$ cat config.mk
export PLATFORM = sky130hd
export DESIGN_NAME = stb_meas_seq
export DESIGN_NICKNAME = d
export VERILOG_FILES = /design/src/rtl/stb_meas_pkg.sv /design/src/rtl/stb_meas_timer.sv /design/src/rtl/stb_meas_seq.sv
export SDC_FILE = /design/constraint.sdc
export NUM_CORES = 1
export LEC_CHECK = 0
export ABC_AREA = 1
export BUFFER_PORTS_ARGS = -buffer_cell sky130_fd_sc_hd__buf_4
export CORE_MARGIN = 4
export CORE_UTILIZATION = 50
export CTS_CLUSTER_DIAMETER = 50
export CTS_CLUSTER_SIZE = 25
export DETAILED_ROUTE_END_ITERATION = 8
export GPL_ROUTABILITY_DRIVEN = 0
export PLACE_DENSITY_LB_ADDON = 0.3
export SYNTH_ARGS = -nofsm -noshare
export SYNTH_HDL_FRONTEND = slang
export SYNTH_SLANG_ARGS = --single-unit
$ cat constraint.sdc
create_clock -name clk_i -period 6.11 [get_ports clk_i]
set_input_delay 1.222 -clock clk_i [delete_from_list [all_inputs] [get_ports clk_i]]
set_output_delay 1.222 -clock clk_i [all_outputs]
set_load 0.01 [all_outputs]
$ cat src/rtl/stb_meas_pkg.sv
// Shared types and constants for the stb_gen measurement sequencer.
// Status codes are visible to software through the measure unit register block.
package stb_meas_pkg;

   typedef enum logic [2:0] {
      ST_NONE     = 3'd0,
      ST_OK       = 3'd1,
      ST_TIMEOUT  = 3'd2,
      ST_ERR      = 3'd3,
      ST_UNSTABLE = 3'd4,
      ST_LOST     = 3'd5,
      ST_ABORT    = 3'd6
   } status_e;

   typedef enum logic [2:0] {
      IDLE  = 3'd0,
      RST   = 3'd1,
      ARM   = 3'd2,
      WAIT  = 3'd3,
      CHECK = 3'd4,
      RUN   = 3'd5,
      FAIL  = 3'd6
   } state_e;

   localparam int RST_CYCLES = 2;

endpackage

$ cat src/rtl/stb_meas_timer.sv
// Loadable down-counter shared by the RST, ARM and WAIT states.
// done is high while the count is zero; the count saturates there.
module stb_meas_timer #(
   parameter int WIDTH = 24
) (
   input  logic             clk,
   input  logic             rst_n,
   input  logic             load,
   input  logic [WIDTH-1:0] load_val,
   output logic             done
);

   logic [WIDTH-1:0] count_reg;

   always_ff @(posedge clk or negedge rst_n) begin
      if (!rst_n) begin
         count_reg <= '0;
      end else if (load) begin
         count_reg <= load_val;
      end else if (count_reg != '0) begin
         count_reg <= count_reg - WIDTH'(1);
      end
   end

   assign done = (count_reg == '0);

endmodule

$ cat src/rtl/stb_meas_seq.sv
// Measurement sequencer for one stb_gen: reset, arm, two period measurements,
// stability check, then strobe enable; bounded retry on failures.
module stb_meas_seq
   import stb_meas_pkg::*;
#(
   parameter int T_CNT_WIDTH = 32,
   parameter int TO_WIDTH    = 24,
   parameter int DET_WIDTH   = 16,
   parameter int RETRY_WIDTH = 4
) (
   input  logic                   clk_i,
   input  logic                   arst_ni,
   input  logic                   start_i,
   input  logic                   abort_i,
   input  logic [DET_WIDTH-1:0]   cfg_det_cycles_i,
   input  logic [TO_WIDTH-1:0]    cfg_timeout_i,
   input  logic [RETRY_WIDTH-1:0] cfg_retries_i,
   input  logic [T_CNT_WIDTH-1:0] cfg_tol_i,
   output logic                   stb_rst_o,
   output logic                   stb_run_det_o,
   output logic                   stb_oe_o,
   input  logic                   stb_rdy_i,
   input  logic                   stb_err_i,
   input  logic [T_CNT_WIDTH-1:0] stb_period_i,
   output logic                   busy_o,
   output logic                   locked_o,
   output logic                   done_o,
   output logic [2:0]             status_o,
   output logic [T_CNT_WIDTH-1:0] period_o,
   output logic [RETRY_WIDTH-1:0] retry_cnt_o
);

   localparam int TMR_W = (TO_WIDTH > DET_WIDTH) ? TO_WIDTH : DET_WIDTH;

   state_e                 state_reg, state_next;
   status_e                status_reg, status_next;
   logic [RETRY_WIDTH-1:0] retry_reg, retry_next;
   logic                   meas_idx_reg, meas_idx_next;
   logic [T_CNT_WIDTH-1:0] p1_reg, p1_next;
   logic [T_CNT_WIDTH-1:0] p2_reg, p2_next;
   logic [T_CNT_WIDTH-1:0] period_reg, period_next;

   logic stb_rst_reg, stb_rst_next;
   logic run_det_reg, run_det_next;
   logic oe_reg, oe_next;
   logic busy_reg, busy_next;
   logic locked_reg, locked_next;
   logic done_reg, done_next;

   logic                   abort_take;
   logic                   fail_evt;
   status_e                fail_code;
   logic [T_CNT_WIDTH:0]   diff;
   logic [DET_WIDTH-1:0]   det_m1;
   logic                   tmr_load;
   logic [TMR_W-1:0]       tmr_val;
   logic                   tmr_done;

   stb_meas_timer #(
      .WIDTH (TMR_W)
   ) u_timer (
      .clk      (clk_i),
      .rst_n    (arst_ni),
      .load     (tmr_load),
      .load_val (tmr_val),
      .done     (tmr_done)
   );

   // Extra bit keeps the subtraction free of wrap regardless of operand order.
   always_comb begin
      if (p1_reg >= p2_reg) begin
         diff = {1'b0, p1_reg} - {1'b0, p2_reg};
      end else begin
         diff = {1'b0, p2_reg} - {1'b0, p1_reg};
      end
   end

   assign det_m1 = (cfg_det_cycles_i == '0) ? '0 : cfg_det_cycles_i - DET_WIDTH'(1);

   always_comb begin
      state_next    = state_reg;
      status_next   = status_reg;
      retry_next    = retry_reg;
      meas_idx_next = meas_idx_reg;
      p1_next       = p1_reg;
      p2_next       = p2_reg;
      period_next   = period_reg;
      abort_take    = 1'b0;
      fail_evt      = 1'b0;
      fail_code     = ST_NONE;

      if (abort_i && (state_reg != IDLE)) begin
         abort_take  = 1'b1;
         state_next  = IDLE;
         status_next = ST_ABORT;
      end else begin
         case (state_reg)
            IDLE, FAIL: begin
               if (start_i) begin
                  retry_next    = '0;
                  meas_idx_next = 1'b0;
                  state_next    = RST;
               end
            end
            RST: begin
               if (tmr_done) state_next = ARM;
            end
            ARM: begin
               if (tmr_done) state_next = WAIT;
            end
            WAIT: begin
               if (stb_err_i) begin
                  fail_evt  = 1'b1;
                  fail_code = ST_ERR;
               end else if (stb_rdy_i) begin
                  if (!meas_idx_reg) begin
                     p1_next       = stb_period_i;
                     meas_idx_next = 1'b1;
                     state_next    = RST;
                  end else begin
                     p2_next    = stb_period_i;
                     state_next = CHECK;
                  end
               end else if ((cfg_timeout_i != '0) && tmr_done) begin
                  fail_evt  = 1'b1;
                  fail_code = ST_TIMEOUT;
               end
            end
            CHECK: begin
               if (diff <= {1'b0, cfg_tol_i}) begin
                  period_next = p2_reg;
                  status_next = ST_OK;
                  state_next  = RUN;
               end else begin
                  fail_evt  = 1'b1;
                  fail_code = ST_UNSTABLE;
               end
            end
            RUN: begin
               if (stb_err_i) begin
                  status_next = ST_LOST;
                  state_next  = FAIL;
               end
            end
            default: state_next = IDLE;
         endcase

         if (fail_evt) begin
            if (retry_reg < cfg_retries_i) begin
               retry_next    = retry_reg + RETRY_WIDTH'(1);
               meas_idx_next = 1'b0;
               state_next    = RST;
            end else begin
               status_next = fail_code;
               state_next  = FAIL;
            end
         end
      end
   end

   // Outputs are registered from the next state so they line up with state_reg.
   always_comb begin
      tmr_load = (state_next != state_reg);
      case (state_next)
         RST:     tmr_val = TMR_W'(RST_CYCLES - 1);
         ARM:     tmr_val = TMR_W'(det_m1);
         WAIT:    tmr_val = TMR_W'(cfg_timeout_i);
         default: tmr_val = '0;
      endcase
      stb_rst_next = (state_next == RST) || abort_take;
      run_det_next = (state_next == ARM);
      oe_next      = (state_next == RUN);
      locked_next  = (state_next == RUN);
      busy_next    = (state_next != IDLE) && (state_next != FAIL);
      done_next    = (state_next != state_reg) &&
                     ((state_next == RUN) || (state_next == FAIL));
   end

   always_ff @(posedge clk_i or negedge arst_ni) begin
      if (!arst_ni) begin
         state_reg    <= IDLE;
         status_reg   <= ST_NONE;
         retry_reg    <= '0;
         meas_idx_reg <= 1'b0;
         p1_reg       <= '0;
         p2_reg       <= '0;
         period_reg   <= '0;
         stb_rst_reg  <= 1'b0;
         run_det_reg  <= 1'b0;
         oe_reg       <= 1'b0;
         busy_reg     <= 1'b0;
         locked_reg   <= 1'b0;
         done_reg     <= 1'b0;
      end else begin
         state_reg    <= state_next;
         status_reg   <= status_next;
         retry_reg    <= retry_next;
         meas_idx_reg <= meas_idx_next;
         p1_reg       <= p1_next;
         p2_reg       <= p2_next;
         period_reg   <= period_next;
         stb_rst_reg  <= stb_rst_next;
         run_det_reg  <= run_det_next;
         oe_reg       <= oe_next;
         busy_reg     <= busy_next;
         locked_reg   <= locked_next;
         done_reg     <= done_next;
      end
   end

   assign stb_rst_o     = stb_rst_reg;
   assign stb_run_det_o = run_det_reg;
   assign stb_oe_o      = oe_reg;
   assign busy_o        = busy_reg;
   assign locked_o      = locked_reg;
   assign done_o        = done_reg;
   assign status_o      = status_reg;
   assign period_o      = period_reg;
   assign retry_cnt_o   = retry_reg;

endmodule

== After elaboration in Yosys (flattened, before gate mapping) ==
Index checks and enable logic that the tools add are counted.

* Register bits after elaboration: 136
* Logic and storage cells: 100
* Input bits: 114
* Output and inout bits: 45

* Eq/ne operators: 13
* Reductions and logical operators: 18
* Add/subtract/negate cells: 5
* Muxes and demuxes: 45
* $lt $le $gt $ge: 3
* Bitwise gates (word level): 3

{| class="wikitable"
|+ Operator list
! operator !! count
|-
| $pmux W24 S3 || 1
|-
| $sub A32 B32 Y33 || 2
|-
| $mux W3 || 17
|-
| $mux W24 || 2
|-
| $reduce_bool A24 Y1 || 2
|-
| $le A33 B32 Y1 || 1
|-
| $mux W33 || 1
|-
| $ge A32 B32 Y1 || 1
|-
| $logic_not A24 Y1 || 1
|-
| $sub A24 B1 Y24 const B || 1
|-
| $pmux W3 S6 || 1
|-
| $logic_not A16 Y1 || 1
|-
| $mux W16 || 1
|-
| $mux W4 || 4
|-
| $sub A16 B1 Y16 const B || 1
|-
| $eq A3 B3 Y1 const B || 5
|-
| $eq A3 B2 Y1 const B || 4
|-
| $pmux W3 S2 || 2
|-
| $mux W1 || 11
|-
| $reduce_and A5 Y1 || 2
|-
| $eq A3 B1 Y1 const B || 2
|-
| $mux W2 || 3
|-
| $reduce_bool A3 Y1 || 2
|-
| $add A4 B1 Y4 const B || 1
|-
| other kinds (11) || 18
|}

== Longest topological paths before layout ==
Gate-level depths: netlist (run 1).

* Word-level depth: 12
* Mapped depth: 51
* Gate-level depth less buffers: 48

== Modules after synthesis ==
From an unflattened synthesis (run 1), not the netlist that was laid out.

* Cell total of the unflattened synthesis: 1638
* Area total of the unflattened synthesis: 11312.1 um^2

{| class="wikitable"
|+ By module, submodules not included
! module !! sequential area each (um^2) !! cells each !! area an instance (um^2) !! times used
|-
| stb_meas_seq || 2802.7 || 1384 || 9634.2 || 1
|-
| stb_meas_timer || 600.6 || 254 || 1677.9 || 1
|}

== Least setup slack after synthesis (run 1) ==
No wires, ideal clock.

* Path type: register to register
* From: register p1_reg[9]
* To: register u_timer.count_reg[10]
* Setup slack: 1.059 ns
* Setup time: 0.120 ns
* Cell stages (with the launch flop): 43
* Data required time: 5.990 ns
* Clock period less this slack: 5.051 ns
* Path buffers: 4
* Data arrival time: 4.931 ns
* Cells stage by stage: dfrtp_1 > inv_1 > ha_1 > nand2_2 > nor2_2 > nand2_1 > o41ai_2 > inv_2 > nand2_2 > buf_2 > clkbuf_1 > clkbuf_1 > nand2_1 > o21ai_0 > xor2_1 > inv_1 > ha_1 > a21o_1 > [7 not listed] > nand2_1 > nand2_1 > nand2_1 > nand2_1 > nand2_1 > nand2_1 > nand2_2 > nand2_2 > nand2_4 > nand2_4 > nand3_2 > nand2_1 > nand2_1 > nor2_8 > nand3_2 > inv_2 > buf_4 > a21oi_1

* Longest elaborated chain between the ends: 11
* Elaborated cells between the ends (all ways): 19
* Those cells by class: add/sub: 2; order compare: 2; eq/ne: 4; mux: 10; reduce/logical: 1

{| class="wikitable"
|+ RTL lines
! item !! line !! text
|-
| start, declared || stb_meas_seq.sv:39 || <nowiki>logic [T_CNT_WIDTH-1:0] p1_reg, p1_next;</nowiki>
|-
| start signal, assigned || stb_meas_seq.sv:199 || <nowiki>p1_reg <= p1_next;</nowiki>
|-
| $sub A32 B32 Y33, or another cell as far along || stb_meas_seq.sv:74 || <nowiki>diff = {1'b0, p2_reg} - {1'b0, p1_reg};</nowiki>
|-
| $mux W33 (*) || stb_meas_seq.sv:71 || <nowiki>if (p1_reg >= p2_reg) begin</nowiki>
|-
| $le A33 B32 Y1 (*) || stb_meas_seq.sv:130 || <nowiki>if (diff <= {1'b0, cfg_tol_i}) begin</nowiki>
|-
| $mux W1 || stb_meas_seq.sv:130 ||
|-
| $pmux W1 S2 || stb_meas_seq.sv:97 || <nowiki>case (state_reg)</nowiki>
|-
| $mux W1 || stb_meas_seq.sv:92 || <nowiki>if (abort_i && (state_reg != IDLE)) begin</nowiki>
|-
| $mux W3 (*) || stb_meas_seq.sv:148 || <nowiki>if (fail_evt) begin</nowiki>
|-
| $mux W3 (*) || stb_meas_seq.sv:92 ||
|-
| $eq A3 B2 Y1 or $eq A3 B1 Y1 (tied branches) || stb_meas_seq.sv:164 || <nowiki>case (state_next)</nowiki>
|-
| $pmux W24 S3 || stb_meas_seq.sv:164 ||
|-
| $mux W24 || stb_meas_timer.sv:18 || <nowiki>end else if (load) begin</nowiki>
|-
| end signal, assigned || stb_meas_timer.sv:19 || <nowiki>count_reg <= load_val;</nowiki>
|-
| end signal, assigned || stb_meas_timer.sv:21 || <nowiki>count_reg <= count_reg - WIDTH'(1);</nowiki>
|-
| end, declared || stb_meas_timer.sv:13 || <nowiki>logic [WIDTH-1:0] count_reg;</nowiki>
|}

Mark *: on every way between the ends. The rest lies on a longest branch, timed or not. The select of a mux whose other input is x is not followed.
A chain may end at the register's enable or synchronous reset.

== Final worst setup path (run 1) ==
* From: register p1_reg[2]
* To: register u_timer.count_reg[15]

Same word-level chain as after synthesis.

==> summary.md, run 1 <==
| Metric | Value |
|---|---|
| Worst Path Required | approximately 6.4 ns |
| Clk slew on worst S/H paths | ~0.060 ns |
| Hold_buf cts | 0 |
| IO Count | 159 |
| Reg area | 3400 sq um |
| Fmax achieved | between 150 and 200 MHz |
| MaxCap Viol Count | 0 |
| Cell variety after synth | 53 |
| ANT cells | 0 |
| Largest net degree at the start of global routing | 94 |
| Min Hold Slack | 0.485 ns |
| Crit path time final | about 5.6 ns |
| Most used cell, CP | nand2_1 |
| Syn Nets | 1,821 |
| Slew margin rel. | 29.8% |
| DRC violations left | 0 |
| Slew @ Worst Pin | 1.05 ns |
| Post-route cell area | 13,400 sq um |
| Die area | 24,900 sq um |
| First-pass GRT wire length | around 51,000 um |
| Drt first pass iters | 6 |
| Status | finished, final reports clean |
| Ys flop type | dfrtp_1 |
| Initial Util | 51.2% |
| Final setup viols | 0 |
| Total gr overflow | 0 |
| Total wire length | 31,000 um |
| EDFF count, synth | 0 |
| Setup Skew | approximately 0.012 ns |
| Highest fanout seen on the critical path | 31 |
| Via/cell ratio | 5.47 |
| GR Util All Layers | 25.1% |
| Clock insertion delay at the later pin of the skew report | 0.42 ns |
| Final net count | 1,973 |
| Synth-to-Final Area Change | 19.6% |
| Fillers | 2,028 |
| Routed len/inst | 15.1 um |
| DP Wirelength | 24,700 um |
| Mapped Area | approximately 11,000 sq um |
| Mapped Cells | 1,603 |
| Worst hold start | period_o[30] |
| Die Y | 158 um |
| Post-Syn Area per Cell | 7.01 sq um |
| Final period util | between 90% and 100% |
| Critical path capture point type | flop |
| CTS Buf Count | 17 |
| Arrival @ worst endpoint | just under 6 ns |
| H-tree depth | 4 |
| Class of the most critical setup path | flop to flop |
| Vias in the first global route | 10,963 |
| Seq cells post-synth | 136 |
| Hold WC Path Type | flop to flop |
| Max clock buf depth | 2 |
| Commonest cells after routing, fill and taps aside | 326 x nand2_1, 258 x inv_1, 177 x o21ai_0 |
| Fraction of registers with async set or reset after synthesis | 100% |
| Hold Path Stages | 2 |
| CP Launch Type | flop |
| Commonest non-fill, non-tap cell in the layout | nand2_1 |
| 1st-iter DRT viols | 928 |
| CP peak stage delay | 0.38 ns |
| Setup TNS | 0 ns |
| Register area share after synthesis | slightly above 30% |
| CP max-delay cell | dfrtp_1 |
| Placed Area | 12,700 sq um |
| Root Driver | clkbuf_16 |
| Initial antenna violation count | 0 |
| Final Max Tran Viols | 0 |
| Worst setup startpoint | p1_reg[2] |
| Ys Warns | 0 |
| Layout cells sized above 1 | 14.5% |
| Critical register-to-register path startpoint | p1_reg[2] |
| Fin. Hold Viols | 0 |
| Die X | 158 um |
| Multi-input gate area | 6730 sq um |
| RSZ-0062 raised after global routing | no |
| Antenna violation net count after detailed routing | 0 |
| IO Port Bufs | 158 |
| Clk sinks | roughly 140 |
| CORE AREA | 22,000 sq um |
| Row cnt | 54 |
| CTS tree | built |
| FF-to-FF path depth | 41 |
| Vias | 11,195 |
-- Yosys cell counts (2+ instances only) --
cell type	instances	share of area [%]
fa_1	2	0.36
clkbuf_1	24	0.80
dfrtp_1	136	30
nor2_4	2	0.20
xnor2_1	32	2.5
mux2i_1	5	0.45
a221o_1	2	0.18
inv_1	258	8.6
ha_1	102	11
nor2_2	3	0.17
nor4_1	12	0.67
o21ai_0	179	8.0
nand3_1	62	2.8
o21bai_1	2	0.13
o2111ai_1	2	0.16
buf_2	3	0.13
o21a_1	7	0.47
nand2_1	328	11
nand2_4	6	0.60
a31oi_1	7	0.39
xor2_1	34	2.6
nand4_1	23	1.3
nand2_2	8	0.45
nor3_2	2	0.18
nor3_1	29	1.3
nand3_2	3	0.27
or2_2	2	0.11
buf_4	8	0.53
o22ai_1	4	0.22
inv_2	9	0.30
a21boi_0	3	0.20
o211ai_1	10	0.67
o31ai_1	4	0.27
a21o_1	5	0.33
a211oi_1	3	0.20
o21ai_1	7	0.31
nor2_1	118	3.9
a21oi_1	140	6.2
o221ai_1	3	0.23
-- through the flow --
step	util, %	std cells	worst slack (ns)
2_1_floorplan	-	1603	1.06
3_3_place_gp	57.8	2014	0.335
3_5_place_dp	57.8	2014	0.223
4_1_cts	60.8	2046	0.159
5_1_grt	61.2	2048	0.0222
6_report	61.2	2048	0.530
-- cell families after synthesis --
logic type / Yosys count / share of synthesized area (%)
adders and majority gates: 104 / 11.7
xor gates and xnor gates: 66 / 5.14
buffers and inverters: 305 / 10.5
muxes: 5 / 0.445
and+or+nand+nor: 603 / 23.4
AOI/OAI and AO/OA: 384 / 18.5
DFF: 136 / 30.3
-- repair_timing --
action,4_1_cts,5_1_grt
endpoints found under the setup margin,0,29
gates resized for setup,0,29
buffers inserted,0,2
endpoints found under the hold margin,0,0
-- metal layers --
| metal | wire length [um] | track usage (%) |
|---|---|---|
| met1 | 13200 | 32.4 |
| met2 | 14200 | 40.9 |
| met3 | 2710 | 6.78 |
| met4 | 810 | 8.33 |
| met5 | 0 | 0 |
-- cell type report --
class	instances	share of cell area [%]
multi-input cells	1162	50.0
flip-flops and latches	136	25.3
repair buffers	170	9.67
inverters	268	7.50
clock buffers	22	3.45
well taps	280	2.61
clock inverters	10	1.42
-- critical path, delay by kind of cell, from the launching register on --
| kind | cells | cell delay, ns |
|---|---|---|
| AND/OR/NAND/NOR | 27 | 2.37 |
| AO/OA/AOI/OAI | 7 | 1.16 |
| flip-flops | 1 | 0.38 |
| adder cells (fa/ha/maj) | 2 | 0.69 |
| buffers and inverters | 4 | 0.52 |
| XOR/XNOR | 1 | 0.28 |
-- final timing paths --
path                                    endpoint  slack, ns
min in group asynchronous         retry_cnt_o[3]       0.89
max in group asynchronous             p1_reg[20]       4.09
max                        u_timer.count_reg[15]       0.53
max reg2reg                u_timer.count_reg[15]       0.53
min reg2reg                         period_o[30]       0.49
min                                 period_o[30]       0.49
Power of run 1 is not shown: default switching activity piles up to over one toggle a cycle in this logic, so the estimate is an artifact.
==> run 2: changes to the inputs <==
CELL_PAD_IN_SITES_DETAIL_PLACEMENT = 1   (was default)
CELL_PAD_IN_SITES_GLOBAL_PLACEMENT = 2   (was default)
CORE_UTILIZATION = 33   (was 50)
==> summary.md, run 2 (same netlist as run 1, synthesis figures left out) <==
| Metric | Value |
|---|---|
| Row cnt | 67 (+24%) |
| Vias in the first global route | 12,121 (+11%) |
| Hold WC Path Type | flop to flop |
| Commonest non-fill, non-tap cell in the layout | nand2_1 |
| Critical path capture point type | flop |
| Die area | 37,100 sq um (+49%) |
| Final setup viols | 0 (unchanged) |
| Antenna violation net count after detailed routing | 0 (unchanged) |
| Pre-CTS WS | -0.0219 ns (-0.245 ns) |
| H-tree depth | 4 (unchanged) |
| Die Y | 193 um (+22%) |
| Synth-to-Final Area Change | 24.1% |
| ANT cells | 0 (unchanged) |
| Routed len/inst | 16.9 um (+12%) |
| Worst Path Required | 6.43 ns (+0.04 ns) |
| Vias | 11,163 (-0.29%) |
| Slew @ Worst Pin | 1.09 ns (+0.0429 ns) |
| Reg2reg end | u_timer.count_reg[21] |
| Fmax achieved | 178 MHz (-0.90%) |
| CP peak stage delay | 0.40 ns (+0.02 ns) |
| Clock insertion delay at the later pin of the skew report | 0.44 ns (+0.02 ns) |
| Final worst slack | 0.479 ns (-0.0509 ns) |
| CORE AREA | 33,500 sq um (+53%) |
| DRC violations left | 0 (unchanged) |
| Hold Path Stages | 2 (unchanged) |
| Slew margin rel. | 26.9% (-2.9 points) |
| Clk slew on worst S/H paths | 0.06 ns (about the same) |
| Fillers | 4,290 (+110%) |
| Initial antenna violation count | 0 (unchanged) |
| Final period util | 92.2% (+0.83 points) |
| Worst hold endpoint | period_o[30] |
| Drt first pass iters | 4 (-2) |
| Crit path time final | 5.63 ns (+0.0509 ns) |
| IO Port Bufs | 158 (unchanged) |
| Arrival @ worst endpoint | 5.95 ns (+0.09 ns) |
| CP Launch Type | flop |
| FF-to-FF path depth | 36 (-12%) |
| Clk sinks | 136 (unchanged) |
| Worst hold start | period_o[30] |
| Commonest cells after routing, fill and taps aside | 323 x nand2_1, 258 x inv_1, 190 x buf_4 |
| Initial Util | 33.5% (-18 points) |
| Via/cell ratio | 4.97 (-9.0%) |
| GR Util All Layers | 20.6% (-4.5 points) |
| DP Wirelength | 31,000 um (+26%) |
| First-pass GRT wire length | 61,300 um (+20%) |
| Setup Skew | 0.0193 ns (+0.00725 ns) |
| Max clock buf depth | 2 (unchanged) |
| Non-filler cells, final | 2,245 (+9.6%) |
| Final Max Tran Viols | 0 (unchanged) |
| Layout cells sized above 1 | 16.9% (+2.3 points) |
| Worst setup startpoint | p1_reg[12] |
| Die X | 193 um (+22%) |
| Total gr overflow | 0 (unchanged) |
| Fin. Hold Viols | 0 (unchanged) |
| R2R setup slack | 0.48 ns (-0.05 ns) |
| Highest fanout seen on the critical path | 16 (-48%) |
| Total wire length | 37,900 um (+22%) |
| CP max-delay cell | dfrtp_1 |
| CTS tree | built |
| CTS Buf Count | 17 (unchanged) |
| 1st-iter DRT viols | 532 (-43%) |
| MaxCap Viol Count | 0 (unchanged) |
| Status | finished, final reports clean |
| Root Driver | clkbuf_16 |
| Class of the most critical setup path | flop to flop |
| Hold_buf cts | 0 (unchanged) |
| Final net count | 2,002 (+1.5%) |
| Cell count after placement | 2,212 (+9.8%) |
| Most used cell, CP | nand2_1 |
| Critical register-to-register path startpoint | p1_reg[12] |
| IO Count | 159 (unchanged) |
| Largest net degree at the start of global routing | 85 (-9.6%) |
[run 2: timing repair]
action                     in CTS  in global routing
gates resized for setup         2                 49
setup endpoints to repair      24                 38
buffers inserted                0                  1
pin swaps                       0                  4
[run 2: how the worst max path moves through the flow]
stage,end,depth (start not counted)
after floorplan,u_timer.count_reg[10],42
after global placement,u_timer.count_reg[1],47
after detailed placement,u_timer.count_reg[22],35
after CTS,u_timer.count_reg[22],45
after global routing,u_timer.count_reg[1],45
final,u_timer.count_reg[21],36
[run 2: through the flow]
| step | hold slack [ns] | instance area (sq um) | util (%) | TNS [ns] |
|---|---|---|---|---|
| finish | 0.489 | 14000 | 41.6 | 0 |
| global route | 0.530 | 14000 | 41.6 | -0.189 |
| floorplan | 0.472 | 11200 | - | 0 |
| CTS | 0.497 | 13700 | 41.0 | 0 |
| global placement | 0.468 | 13200 | 39.2 | 0 |
| detailed placement | 0.480 | 13200 | 39.2 | -0.0449 |
[run 2: layout make-up]
| cell class | instances | area (sq um) | area share (%) |
|---|---|---|---|
| timing repair buffer | 199 | 1570 | 11.3 |
| sequential | 136 | 3400 | 24.4 |
| multi-input combinational | 1162 | 6830 | 48.9 |
| clock buffer | 19 | 443 | 3.17 |
| clock inverter | 13 | 143 | 1.02 |
| inverter | 268 | 1010 | 7.22 |
| tap | 448 | 561 | 4.02 |
[run 2: critical path, delay by kind of cell (launching register included)]
family / cells / cell delay (ns)
AO/OA/AOI/OAI: 11 / 2.01
AND/OR/NAND/NOR: 17 / 1.63
buffers and inverters: 5 / 0.67
adder cells (fa/ha/maj): 2 / 0.63
flip-flops: 1 / 0.40
XOR/XNOR: 1 / 0.19
[run 2: layer usage]
layer  global-route usage [%]  routed length, um
met3                     4.34               1770
met1                     26.1              17100
met4                     5.95                800
met5                        0                  0
met2                     35.3              18200
Power of run 2 is left out for the same reason.
